==> src/rtl/game_pkg.sv <==
// +----------------------------------------------------------------------+
// | game_pkg: shared state encoding for the factorization game blocks.   |
// | Revision: 1.0                                                        |
// +----------------------------------------------------------------------+
`default_nettype none

package game_pkg;

    localparam int STATE_W = 4;

    localparam logic [STATE_W-1:0] ST_IDLE   = 4'b0001;
    localparam logic [STATE_W-1:0] ST_READY  = 4'b0010;
    localparam logic [STATE_W-1:0] ST_PLAY   = 4'b0100;
    localparam logic [STATE_W-1:0] ST_RESULT = 4'b1000;

endpackage

`default_nettype wire

==> src/rtl/dwell_timer.sv <==
// +----------------------------------------------------------------------+
// | dwell_timer: counts cycles while running, pulses o_done on the cycle |
// | the count reaches TERMINAL-1. Revision: 1.0                          |
// +----------------------------------------------------------------------+
`default_nettype none

module dwell_timer #(
    parameter int TERMINAL = 1024
) (
    input  logic clk,
    input  logic rst_n,
    input  logic i_clear,
    input  logic i_run,
    output logic o_done
);

    localparam int              CNT_W = (TERMINAL > 1) ? $clog2(TERMINAL) : 1;
    localparam logic [CNT_W-1:0] LAST = CNT_W'(TERMINAL - 1);

    logic [CNT_W-1:0] cnt_q;
    logic [CNT_W-1:0] cnt_d;

    assign o_done = i_run && (cnt_q == LAST);

    // Restart from zero after done so a back-to-back entry sees a fresh count.
    always_comb begin
        cnt_d = cnt_q;
        if (i_clear || o_done) begin
            cnt_d = '0;
        end else if (i_run) begin
            cnt_d = cnt_q + CNT_W'(1);
        end
    end

    always_ff @(posedge clk or negedge rst_n) begin
        if (!rst_n) begin
            cnt_q <= '0;
        end else begin
            cnt_q <= cnt_d;
        end
    end

endmodule

`default_nettype wire

==> src/rtl/game_state_ctrl.sv <==
// +----------------------------------------------------------------------+
// | game_state_ctrl: master sequencer (IDLE/READY/PLAY/RESULT), rounds   |
// | and scores. Optional macro PLAY_TIMEOUT_EN bounds PLAY. Rev: 1.0     |
// +----------------------------------------------------------------------+
`default_nettype none

module game_state_ctrl
    import game_pkg::*;
#(
    parameter int ROUNDS        = 5,
    parameter int RESULT_CYCLES = 1024,
    parameter int PLAY_TIMEOUT  = 65536,
    parameter int SCORE_W       = 4
) (
    input  logic               CLK,
    input  logic               RST,
    input  logic               START,
    input  logic               OK,
    input  logic               OK_2,
    input  logic               WIN_1P,
    input  logic               WIN_2P,
    output logic [STATE_W-1:0] STATE,
    output logic [3:0]         ROUND,
    output logic [SCORE_W-1:0] SCORE_1P,
    output logic [SCORE_W-1:0] SCORE_2P,
    output logic               GAME_OVER,
    output logic               LED
);

    logic [STATE_W-1:0] state_q, state_d;
    logic               start_q;
    logic               ok1_q, ok1_d;
    logic               ok2_q, ok2_d;
    logic [3:0]         round_q, round_d;
    logic [SCORE_W-1:0] score1_q, score1_d;
    logic [SCORE_W-1:0] score2_q, score2_d;
    logic               game_over_q, game_over_d;
    logic               led_q, led_d;

    logic w_start_rise;
    logic w_ready_go;
    logic w_any_win;
    logic w_result_done;
    logic w_play_timeout;
    logic w_last_round;

    assign w_start_rise = START && !start_q;
    // Current-cycle inputs count alongside the sticky flags, giving one-cycle latency.
    assign w_ready_go   = (ok1_q || OK) && (ok2_q || OK_2);
    assign w_any_win    = WIN_1P || WIN_2P;
    assign w_last_round = (round_q >= 4'(ROUNDS));

    dwell_timer #(
        .TERMINAL (RESULT_CYCLES)
    ) u_result_timer (
        .clk     (CLK),
        .rst_n   (RST),
        .i_clear (state_q != ST_RESULT),
        .i_run   (state_q == ST_RESULT),
        .o_done  (w_result_done)
    );

`ifdef PLAY_TIMEOUT_EN
    dwell_timer #(
        .TERMINAL (PLAY_TIMEOUT)
    ) u_play_timer (
        .clk     (CLK),
        .rst_n   (RST),
        .i_clear (state_q != ST_PLAY),
        .i_run   (state_q == ST_PLAY),
        .o_done  (w_play_timeout)
    );
`else
    logic w_unused_play_timeout;
    assign w_unused_play_timeout = ^PLAY_TIMEOUT;
    assign w_play_timeout        = 1'b0;
`endif

    always_ff @(posedge CLK or negedge RST) begin
        if (!RST) begin
            state_q     <= ST_IDLE;
            start_q     <= 1'b1;
            ok1_q       <= 1'b0;
            ok2_q       <= 1'b0;
            round_q     <= 4'd0;
            score1_q    <= '0;
            score2_q    <= '0;
            game_over_q <= 1'b0;
            led_q       <= 1'b0;
        end else begin
            state_q     <= state_d;
            start_q     <= START;
            ok1_q       <= ok1_d;
            ok2_q       <= ok2_d;
            round_q     <= round_d;
            score1_q    <= score1_d;
            score2_q    <= score2_d;
            game_over_q <= game_over_d;
            led_q       <= led_d;
        end
    end

    always_comb begin
        state_d = state_q;
        case (state_q)
            ST_IDLE:   if (w_start_rise) state_d = ST_READY;
            ST_READY:  if (w_ready_go) state_d = ST_PLAY;
            ST_PLAY:   if (w_any_win || w_play_timeout) state_d = ST_RESULT;
            ST_RESULT: if (w_result_done) state_d = w_last_round ? ST_IDLE : ST_READY;
            default:   state_d = ST_IDLE;
        endcase
    end

    // Ready flags are only live inside READY, so they are clear whenever READY is entered.
    always_comb begin
        ok1_d       = 1'b0;
        ok2_d       = 1'b0;
        round_d     = round_q;
        score1_d    = score1_q;
        score2_d    = score2_q;
        game_over_d = game_over_q;
        led_d       = (state_d == ST_RESULT);
        case (state_q)
            ST_IDLE: begin
                if (w_start_rise) begin
                    round_d     = 4'd1;
                    score1_d    = '0;
                    score2_d    = '0;
                    game_over_d = 1'b0;
                end
            end
            ST_READY: begin
                ok1_d = ok1_q || OK;
                ok2_d = ok2_q || OK_2;
            end
            ST_PLAY: begin
                if (WIN_1P && !WIN_2P && (score1_q != {SCORE_W{1'b1}})) begin
                    score1_d = score1_q + SCORE_W'(1);
                end
                if (WIN_2P && !WIN_1P && (score2_q != {SCORE_W{1'b1}})) begin
                    score2_d = score2_q + SCORE_W'(1);
                end
            end
            ST_RESULT: begin
                if (w_result_done) begin
                    if (w_last_round) begin
                        round_d     = 4'd0;
                        game_over_d = 1'b1;
                    end else begin
                        round_d = round_q + 4'd1;
                    end
                end
            end
            default: begin
            end
        endcase
    end

    assign STATE     = state_q;
    assign ROUND     = round_q;
    assign SCORE_1P  = score1_q;
    assign SCORE_2P  = score2_q;
    assign GAME_OVER = game_over_q;
    assign LED       = led_q;

endmodule

`default_nettype wire

==> config.mk <==
export PLATFORM = sky130hd
export DESIGN_NAME = game_state_ctrl
export DESIGN_NICKNAME = d
export VERILOG_FILES = /design/src/rtl/game_pkg.sv /design/src/rtl/dwell_timer.sv /design/src/rtl/game_state_ctrl.sv
export SDC_FILE = /design/constraint.sdc
export NUM_CORES = 1
export LEC_CHECK = 0
export BUFFER_PORTS_ARGS = -buffer_cell sky130_fd_sc_hd__clkbuf_2
export CAP_MARGIN = 15
export CORE_MARGIN = 2
export CORE_UTILIZATION = 35
export CTS_CLUSTER_DIAMETER = 200
export DETAILED_ROUTE_END_ITERATION = 8
export SLEW_MARGIN = 20
export SYNTH_ARGS = -nofsm -noshare
export SYNTH_HDL_FRONTEND = slang
export SYNTH_SLANG_ARGS = --single-unit
==> constraint.sdc <==
create_clock -name CLK -period 2.5 [get_ports CLK]
set_clock_uncertainty 0.1 [all_clocks]
set_input_delay 0.5 -clock CLK [delete_from_list [all_inputs] [get_ports CLK]]
set_output_delay 0.5 -clock CLK [all_outputs]
set_load 0.05 [all_outputs]
==> out/metrics.cfg, run 1 <==
[setup_path]
path_max_fanout=9
required_ns=2.57
cp.arrival_ns=2.24
crit_path_top_delay_cell=or4b_4
critPathBufInv=0
start_kind=flop
cp-end-kind=flop
r2r_slack_ns=0.34
path_cells=or4b_4, nor4_4, or2b_1, mux2_2
critPathKind=flop to flop
critical_path.top_delay_family=simple AND/OR/NAND/NOR gates
critical_path.max_stage_delay_ns=0.61

[placement]
gp_congestion=0.8929
dp_cells=229
portBuffers=24
place_area_sq_um=1743
detailed_place_hpwl_um=2358

[sta]
finalSetupViolCount=0
fmax_ghz=0.4619
tns_ns=0
slew_headroom_pct=48.54
hold_violations=0
worst_slew_pin_slew_ns=0.7720
min_period_ns=2.165
slew_violations=0
finalCritPeriodShare_pct=86.59
rsz0062_at_grt=false

[clock_network]
clockBufferDepth=2
post_cts_buffers=0
cts_buffers=5
cts_hold_buffers=0
clk_pin_slew_ns=0.07
clock_latency_ns=0.29
clock-root-buffer=clkbuf_8
clock_sinks=31
cts_tree=done
htree_num_levels=2
cts_resized=0

[synthesis]
yosys_warnings=0
synthCells=151
synth_nets=164
synthArstFlopShare_pct=100.0
ys_seq_elements=31
yosys.area.top_type=dfrtp_1
ys_seq_area_share_pct=50.69
synth_edf_count=0
synth_cell_type_count=38
syn_area_per_cell_sq_um=10.17
yosys-top-cells-area=dfrtp_1 (47%), ha_1 (4.9%), o21ai_0 (4.9%)
synth_top_area_share_pct=47.27
syn-cell-area_sq_um=1535
synth_ff_type=dfrtp_1

[run]
cap_violations=0

[power_and_ir_drop]
p_per_area_nw_per_um2=586.6
total_power_w=0.001091
leakage_nw=0.8713
peakVddDrop_mv=0.2508

[drt]
drt_iter0_markers=55
routed_wl_um=3187
vias=1210
route.detailed.drc=0
first_pass_iters=4
wl_per_cell_um=13.45
viasPerCell=5.105
ant_nets=0

[global_routing]
gr-usage-all-layers_pct=14.23
grt_pass1_vias=1171
antenna_found_initial=0
grt_max_degree=32
grt_first_pass_wirelength_um=5520
grt_overflow=0

[outcome]
status=completed

[layout]
finish.instance_area_sq_um=1861
synthToLayoutAreaGrowth_pct=21.19
instances_no_fill=237
n_antenna_cell=0
fillCellCount=422
layout.nets=197
drive_gt1_share_pct=22.70

[floorplanning]
design.die.area_sq_um=4932
die_w_um=70.23
initial_core_util_pct=35.75
io_pins=25
core_area_sq_um=4294
die_h_um=70.23
rows=24

[hold_path]
min_path_type=primary input to async pin

## path summary, 6_finish.rpt
check | from | endpoint | cells after the start
setup / recovery | STATE[1] | ROUND[3] | 4
hold / removal | RST | ROUND[3] | 1
setup reg to reg | STATE[1] | ROUND[3] | 4
hold reg to reg | u_result_timer.cnt_q[0] | u_result_timer.cnt_q[0] | 1
max in group asynchronous | RST | STATE[2] | 1
min in group CLK | START | start_q | 1
## per-stage QoR
stage / util, % / setup slack, ns / hold slack, ns
6_report: 43.33 / 0.3351 / 0.1823
2_1_floorplan: - / 0.07879 / 0.1044
4_1_cts: 43.33 / 0.3307 / 0.2030
3_5_place_dp: 40.59 / 0.3462 / 0.3774
3_3_place_gp: 40.59 / 0.3969 / 0.3587
5_1_grt: 43.33 / 0.1938 / 0.2079
## area by class of cell
class,instances,area [sq um],share of cell area [%]
clock inverters,2,35.03,1.883
repair buffers,28,150.1,8.070
well taps,52,65.06,3.497
inverters,8,30.03,1.614
clock buffers,6,82.58,4.438
flip-flops and latches,31,778.2,41.83
multi-input cells,110,719.4,38.67
## registers in the layout, summed over array words and instances, names as in the netlist
name / cells
LED: 1
start_q: 1
SCORE_2P: 4
ok2_q: 1
u_result_timer.cnt_q: 10
SCORE_1P: 4
ok1_q: 1
STATE: 4
GAME_OVER: 1
ROUND: 4
## power by group
group	switching, W	internal [W]	leakage [nW]
sequential	0.00000957	0.000509	0.420
clock	0.000187	0.000322	0.0612
combinational	0.0000438	0.0000190	0.390
## cell families (layout without fill, tap and decap cells)
logic type | after synthesis | in the layout | synth area share [%]
compound gates | 31 | 31 | 12.14
xor+xnor | 9 | 9 | 5.135
fa+ha+maj | 6 | 6 | 4.890
buf+inv | 10 | 44 | 2.445
flops | 31 | 31 | 50.69
mux | 1 | 1 | 0.7334
simple gates | 63 | 63 | 23.96
## layout by cell type, fill, tap and decap left out, types with 2 or more instances in the layout
cell type	count
a21oi_1	5
buf_4	4
clkbuf_2	24
clkbuf_8	6
dfrtp_1	29
dfstp_2	2
ha_1	6
inv_1	8
nand2_1	8
nand2b_1	2
nand3_1	14
nand4_1	4
nor2_1	15
nor2b_1	5
nor4b_1	2
o211ai_1	2
o21ai_0	15
o22ai_1	2
or3_1	3
xnor2_1	2
xor2_1	7
## routing by layer
metal	track usage (%)	wire [um]	vias to the layer above
met4	5.342	48	0
met3	3.896	127	4
met1	18.37	1437	578
li1	-	-	605
met5	0	0	-
met2	22.75	1573	23
## Yosys cell counts, drive strengths merged, types with 2 or more instances
library cell,n
o211ai,2
xnor2,2
a21oi,5
nor2,15
o22ai,2
dfrtp,29
nor2b,5
nand2,8
inv,8
o21ai,15
dfstp,2
xor2,7
nor4b,3
or3,3
ha,6
nand3,14
nand2b,2
nand4,4
(Power assumes the default switching activity.)
==> inputs of run 2 (changes only) <==
--- a/config.mk
+++ b/config.mk
@@ -7,10 +7,15 @@
 export LEC_CHECK = 0
 export BUFFER_PORTS_ARGS = -buffer_cell sky130_fd_sc_hd__clkbuf_2
 export CAP_MARGIN = 15
+export CELL_PAD_IN_SITES_DETAIL_PLACEMENT = 1
+export CELL_PAD_IN_SITES_GLOBAL_PLACEMENT = 2
+export CORE_ASPECT_RATIO = 1.4
 export CORE_MARGIN = 2
 export CORE_UTILIZATION = 35
 export CTS_CLUSTER_DIAMETER = 200
 export DETAILED_ROUTE_END_ITERATION = 8
+export HOLD_SLACK_MARGIN = 0.1
+export PLACE_DENSITY_LB_ADDON = 0.1
 export SLEW_MARGIN = 20
 export SYNTH_ARGS = -nofsm -noshare
 export SYNTH_HDL_FRONTEND = slang
==> run 2 against run 1 <==
Via count up 4.0%. Die area increased by 0.15%. Largest cell class unchanged. Clock-buffer cell count stayed put. Clock power hardly changed. Setup slack worse by 0.0069 ns. Critical path type unchanged. Hold slack improved by 0.015 ns. Global-route usage is 3.0 points higher. Critical endpoint unchanged.
==> out/metrics.cfg, run 2 (synthesis results as in run 1) <==
[placement]
dpl_worst_slack_ns=0.3307  ; was 0.3462 ns
portBuffers=24  ; unchanged
gp_congestion=0.7291  ; was 0.8929
place_area_sq_um=1768  ; was 1743 sq um
detailed_place_hpwl_um=2795  ; was 2358 um
dp_cells=239  ; was 229

[setup_path]
r2r.worst_path.cells=4  ; unchanged
r2r_end=ROUND[3]  ; unchanged
critical_path.max_stage_delay_ns=0.62  ; was 0.61 ns
cp-end-kind=flop  ; unchanged
required_ns=2.57  ; about the same
path_cells=or4b_4, nor4_4, or2b_1, mux2_2  ; unchanged
critPathBufInv=0  ; unchanged
r2r_slack_ns=0.33  ; was 0.34 ns
critPathKind=flop to flop  ; unchanged
cp.arrival_ns=2.24  ; about the same
path_max_fanout=9  ; unchanged
critical_path.top_delay_family=simple AND/OR/NAND/NOR gates  ; unchanged
crit_path_top_delay_cell=or4b_4  ; unchanged
r2r_start=STATE[1]  ; unchanged
start_kind=flop  ; unchanged

[floorplanning]
initial_core_util_pct=36.22  ; was 35.75%
rows=28  ; was 24
design.die.area_sq_um=4940  ; was 4932 sq um
die_h_um=82.37  ; was 70.23 um
die_w_um=59.98  ; was 70.23 um
core_area_sq_um=4239  ; was 4294 sq um
io_pins=25  ; unchanged

[drt]
route.detailed.drc=0  ; unchanged
vias=1259  ; was 1210
routed_wl_um=3734  ; was 3187 um
wl_per_cell_um=15.12  ; was 13.45 um
ant_nets=0  ; unchanged
viasPerCell=5.097  ; was 5.105
first_pass_iters=2  ; was 4
drt_iter0_markers=24  ; was 55

[sta]
min_period_ns=2.172  ; was 2.165 ns
worst_slew_pin_slew_ns=0.8034  ; was 0.7720 ns
fmax_ghz=0.4605  ; was 0.4619 GHz
hold_violations=0  ; unchanged
slew_violations=0  ; unchanged
finalSetupViolCount=0  ; unchanged
rsz0062_at_grt=false  ; unchanged
setup_slack_ns=0.3282  ; was 0.3351 ns
slew_headroom_pct=46.44  ; was 48.54%
finalCritPeriodShare_pct=86.87  ; was 86.59%
hold_slack_ns=0.1977  ; was 0.1823 ns
tns_ns=0  ; unchanged

[layout]
final_cell_mix=dfrtp_1 (29), clkbuf_2 (24), o21ai_0 (15), nor2_1 (15), nand3_1 (14)  ; unchanged
synthToLayoutAreaGrowth_pct=22.82  ; was 21.19%
final_common_cell=dfrtp_1  ; unchanged
largest_reg_flops=10  ; unchanged
multi_input_area_sq_um=719.4  ; unchanged
drive_gt1_share_pct=23.53  ; was 22.70%
n_antenna_cell=0  ; unchanged
layout.nets=199  ; was 197
instances_no_fill=247  ; was 237
largest-register=u_result_timer.cnt_q  ; unchanged
finish.instance_area_sq_um=1886  ; was 1861 sq um
fillCellCount=484  ; was 422
regArea_sq_um=778.2  ; unchanged

[power_and_ir_drop]
leakage_nw=0.8809  ; was 0.8713 nW
pwr-share-seq_pct=47.4  ; was 47.6%
power.switching_w=0.0002444  ; was 0.0002408 W
p_int_w=0.0008506  ; about the same
p_per_area_nw_per_um2=580.7  ; was 586.6 nW/um^2
peakVddDrop_mv=0.3067  ; was 0.2508 mV
swShare_pct=22.32  ; was 22.06%
power_frac_comb_pct=5.9  ; was 5.8%
pwr-share-clk_pct=46.7  ; about the same

[global_routing]
grt_overflow=0  ; unchanged
antenna_found_initial=0  ; unchanged
grt_first_pass_wirelength_um=6285  ; was 5520 um
grt_max_degree=32  ; unchanged
gr-usage-all-layers_pct=17.23  ; was 14.23%
grt_pass1_vias=1329  ; was 1171

[hold_path]
min_path_type=primary input to async pin  ; unchanged

[clock_network]
cts_hold_buffers=0  ; unchanged
clock_sinks=31  ; unchanged
clock_latency_ns=0.28  ; was 0.29 ns
cts_buffers=5  ; unchanged
cts_tree=done  ; unchanged
post_cts_buffers=0  ; unchanged
clock-root-buffer=clkbuf_8  ; unchanged
htree_num_levels=2  ; unchanged
clk_pin_slew_ns=0.07  ; about the same
cts_resized=0  ; unchanged
clockBufferDepth=2  ; unchanged

[run]
cap_violations=0  ; unchanged

[outcome]
status=completed  ; unchanged

-- run 2: cell count changes in the layout (fill, tap and decap cells not counted) --
cell   change
buf_4      +2
-- run 2: power groups by stage --
stage / Clock [W] / Combinational [W] / Sequential, W
floorplan: 0 / 0.0000208 / 0.000541
global placement: 0 / 0.0000645 / 0.000527
detailed placement: 0 / 0.0000659 / 0.000529
CTS: 0.000537 / 0.0000661 / 0.000519
global route: 0.000550 / 0.0000709 / 0.000520
finish: 0.000511 / 0.0000645 / 0.000519
-- run 2: per-layer routing --
layer | vias to the layer above | global-route usage (%) | part of all wire [%]
li1 | 607 | - | -
met1 | 623 | 19.23 | 41
met2 | 23 | 31.30 | 54
met3 | 6 | 3.427 | 2.9
met4 | 0 | 6.889 | 1.9
met5 | - | 0 | 0
-- run 2: worst max path at each step --
stage                     startpoint  cells past startpoint  slack, ns       end
after floorplan             STATE[3]                      4       0.08  ROUND[3]
after global placement      STATE[1]                      4       0.38  ROUND[3]
after detailed placement    STATE[1]                      4       0.33  ROUND[3]
after CTS                   STATE[1]                      4       0.32  ROUND[3]
after global routing        STATE[1]                      4       0.24  ROUND[3]
final                       STATE[1]                      4       0.33  ROUND[3]
-- run 2: final cells by class --
| type | instances | area share (%) |
|---|---|---|
| sequential | 31 | 41.27 |
| multi-input combinational | 110 | 38.16 |
| timing repair buffer | 30 | 8.759 |
| clock buffer | 6 | 4.380 |
| tap | 60 | 3.981 |
| clock inverter | 2 | 1.858 |
| inverter | 8 | 1.593 |
-- run 2: stage by stage --
step                      utilization (%)  total power [W]
after global placement              41.71        0.0005913
after CTS                           44.48         0.001122
after global routing                44.48         0.001141
final                               44.48         0.001095
after detailed placement            41.71        0.0005945
after floorplan                         -        0.0005616
==> inputs of run 3 (changes only) <==
--- a/config.mk
+++ b/config.mk
@@ -5,11 +5,12 @@
 export SDC_FILE = /design/constraint.sdc
 export NUM_CORES = 1
 export LEC_CHECK = 0
+export ABC_AREA = 1
 export BUFFER_PORTS_ARGS = -buffer_cell sky130_fd_sc_hd__clkbuf_2
 export CAP_MARGIN = 15
-export CELL_PAD_IN_SITES_DETAIL_PLACEMENT = 1
-export CELL_PAD_IN_SITES_GLOBAL_PLACEMENT = 2
-export CORE_ASPECT_RATIO = 1.4
+export CELL_PAD_IN_SITES_DETAIL_PLACEMENT = 0
+export CELL_PAD_IN_SITES_GLOBAL_PLACEMENT = 1
+export CORE_ASPECT_RATIO = 0.9
 export CORE_MARGIN = 2
 export CORE_UTILIZATION = 35
 export CTS_CLUSTER_DIAMETER = 200
==> run 3 against run 2 <==
Sequential power grew 10%. Hold slack lost 0.0072 ns. Wire length shrank 7.1%. Non-clock buffer count shrank 6. Clock power shrank 22%. Via count grew 8.7%. Critical path depth shrank 3. Power grew 23%. Register-to-register slack gained 0.64 ns. Sequential share of layout area shrank 2.3 points. Area after synthesis grew 12%. Largest cell class is now multi-input combinational cells. Highest routed layer unchanged.
==> out/metrics.cfg, run 3 <==
[global_routing]
antenna_found_initial=0  ; unchanged
gr-usage-all-layers_pct=14.41  ; was 17.23%
grt_overflow=0  ; unchanged
grt_first_pass_wirelength_um=6279  ; was 6285 um
grt_max_degree=32  ; unchanged
grt_pass1_vias=1330  ; was 1329
use_met1_pct=20.48  ; was 19.23%
met2_usage_pct=21.26  ; was 31.30%
globalRouteMet3Util_pct=3.827  ; was 3.427%
busiest_layer=met2  ; unchanged

[synthesis]
yosys_warnings=0  ; unchanged
syn-cell-area_sq_um=1722  ; was 1535 sq um
synth_edf_count=0  ; unchanged
ys_seq_elements=31  ; unchanged
synthArstFlopShare_pct=100.0  ; unchanged
synth_nets=216  ; was 164
synth_ff_type=dfrtp_1  ; unchanged
synth_common_cells=nand2_1 (44), dfrtp_1 (29), nor2_1 (23)  ; was dfrtp_1 (29), nor2_1 (15), o21ai_0 (15)
yosys.area.top_type=dfrtp_1  ; unchanged
synth_cell_type_count=29  ; was 38
ys_seq_area_share_pct=45.20  ; was 50.69%
synth_top_area_share_pct=42.15  ; was 47.27%
syn_area_per_cell_sq_um=8.481  ; was 10.17 sq um
yosys-top-cells-area=dfrtp_1 (42%), nand2_1 (9.6%), nand3_1 (5.2%)  ; was dfrtp_1 (47%), ha_1 (4.9%), o21ai_0 (4.9%)
yosysMostFrequentCell=nand2_1  ; was dfrtp_1
synthCells=203  ; was 151

[clock_network]
cts_resized=0  ; unchanged
clockBufferDepth=2  ; unchanged
clk_pin_slew_ns=0.07  ; about the same
clock_latency_ns=0.28  ; about the same
cts_hold_buffers=0  ; unchanged
clock-root-buffer=clkbuf_8  ; unchanged
cts_tree=done  ; unchanged
htree_num_levels=2  ; unchanged
post_cts_buffers=0  ; unchanged
cts_buffers=5  ; unchanged
clock_sinks=31  ; unchanged

[drt]
routed_wl_um=3468  ; was 3734 um
drt_iter0_markers=60  ; was 24
vias=1368  ; was 1259
route.detailed.drc=0  ; unchanged
wl_per_cell_um=11.60  ; was 15.12 um
ant_nets=0  ; unchanged
viasPerCell=4.575  ; was 5.097
first_pass_iters=4  ; was 2

[layout]
n_antenna_cell=0  ; unchanged
synthToLayoutAreaGrowth_pct=15.84  ; was 22.82%
final_common_cell=nand2_1  ; was dfrtp_1
largest-register=u_result_timer.cnt_q  ; unchanged
layout.nets=246  ; was 199
largest_reg_flops=10  ; unchanged
drive_gt1_share_pct=26.50  ; was 23.53%
final_cell_mix=nand2_1 (44), dfrtp_1 (29), clkbuf_2 (24)  ; was dfrtp_1 (29), clkbuf_2 (24), o21ai_0 (15), nor2_1 (15), nand3_1 (14)

[floorplanning]
design.die.area_sq_um=5497  ; was 4940 sq um
core_area_sq_um=4805  ; was 4239 sq um
die_w_um=77.93  ; was 59.98 um
rows=24  ; was 28
die_h_um=70.54  ; was 82.37 um
io_pins=25  ; unchanged
initial_core_util_pct=35.83  ; was 36.22%

[setup_path]
required_ns=1.90  ; was 2.57 ns
r2r_slack_ns=0.97  ; was 0.33 ns
path_max_fanout=3  ; was 9
critical_path_depth=1  ; was 4
r2r_start=STATE[0]  ; was STATE[1]
start_kind=flop  ; unchanged
path_cells=clkbuf_2  ; was or4b_4, nor4_4, or2b_1, mux2_2
crit_start=STATE[0]  ; was STATE[1]
crit_path_top_delay_cell=dfstp_2  ; was or4b_4
r2r_end=SCORE_1P[2]  ; was ROUND[3]
critPathBufInv=1  ; was 0
cp-end-kind=primary output  ; was flop
critical_path.top_delay_family=flip-flops  ; was simple AND/OR/NAND/NOR gates
critical_path.max_stage_delay_ns=0.55  ; was 0.62 ns
cp-endpoint=STATE[0]  ; was ROUND[3]
cp.arrival_ns=1.10  ; was 2.24 ns
critPathKind=flop to primary output  ; was flop to flop
r2r.worst_path.cells=7  ; was 4

[outcome]
status=completed  ; unchanged

[sta]
slew_headroom_pct=48.27  ; was 46.44%
finalCritPeriodShare_pct=68.04  ; was 86.87%
hold_slack_ns=0.1905  ; was 0.1977 ns
rsz0062_at_grt=false  ; unchanged
min_period_ns=1.701  ; was 2.172 ns
slew_violations=0  ; unchanged
tns_ns=0  ; unchanged
worst_slew_pin_slew_ns=0.7760  ; was 0.8034 ns
fmax_ghz=0.5879  ; was 0.4605 GHz
finalSetupViolCount=0  ; unchanged
hold_violations=0  ; unchanged

[hold_path]
min_path_type=primary input to async pin  ; unchanged

[placement]
portBuffers=24  ; unchanged
detailed_place_hpwl_um=2622  ; was 2795 um
gp_congestion=0.7574  ; was 0.7291

[power_and_ir_drop]
peakVddDrop_mv=0.3240  ; was 0.3067 mV
leakage_nw=0.9932  ; was 0.8809 nW
p_per_area_nw_per_um2=673.6  ; was 580.7 nW/um^2

[run]
cap_violations=0  ; unchanged

## run 3: cell count changes in the layout (fill, tap and decap cells not counted), sizes merged, moves of 4 or more
cell   change
inv       +16
nor2      +12
nor3       +5
nor2b      -5
nand3      +9
nand2     +44
buf        -6
or2        +4
## run 3: where the power goes
group	switching, W	internal [W]
logic	0.000276	0.0000950
clock network	0.000178	0.000222
registers	0.0000370	0.000536
## run 3: worst min path at each step
| stage | cells after the start | endpoint | startpoint | slack (ns) |
|---|---|---|---|---|
| after floorplan | 0 | GAME_OVER | RST | 0.10 |
| after global placement | 1 | u_result_timer.cnt_q[0] | u_result_timer.cnt_q[0] | 0.34 |
| after detailed placement | 1 | u_result_timer.cnt_q[0] | u_result_timer.cnt_q[0] | 0.36 |
| after CTS | 1 | u_result_timer.cnt_q[8] | RST | 0.21 |
| after global routing | 1 | start_q | START | 0.22 |
| final | 1 | u_result_timer.cnt_q[8] | RST | 0.19 |
## run 3: metrics by stage
step	worst slack [ns]	utilization [%]	instances	total power (W)	area, sq um
6_report	0.7990	41.51	299	0.001343	1994
5_1_grt	0.7597	41.51	299	0.001433	1994
4_1_cts	0.7755	41.51	299	0.001363	1994
3_5_place_dp	0.9795	39.61	291	0.0009537	1903
3_3_place_gp	0.9827	39.61	291	0.0009476	1903
2_1_floorplan	0.7996	-	203	0.0008661	1722
## run 3: area by class of cell
| type | instances | area [sq um] |
|---|---|---|
| fillers | 515 | 2810 |
| multi-input cells | 147 | 833.3 |
| flip-flops and latches | 31 | 778.2 |
| repair buffers | 24 | 120.1 |
| inverters | 24 | 90.09 |
| clock buffers | 7 | 86.33 |
| well taps | 65 | 81.33 |
| clock inverters | 1 | 5.005 |
## run 3: cells by family after synthesis
logic type / count (synthesis) / synth area share, %
simple gates: 116 / 35.54
flops: 31 / 45.20
buf+inv: 25 / 6.395
compound gates: 20 / 5.959
fa+ha+maj: 6 / 4.360
xor+xnor: 5 / 2.543
## run 3: worst reg2reg max path: stages (launching register included)
cell,delay [ns]
dfstp_2,0.55
inv_2,0.05
nor2_1,0.15
nand3_1,0.21
nand3_2,0.21
inv_2,0.05
nand2_1,0.05
nand2_1,0.05
## run 3: layer usage
layer	routed length, um	share of wire, %
met1	1783	51
met2	1493	43
met3	146	4.2
met4	44	1.3
met5	0	0
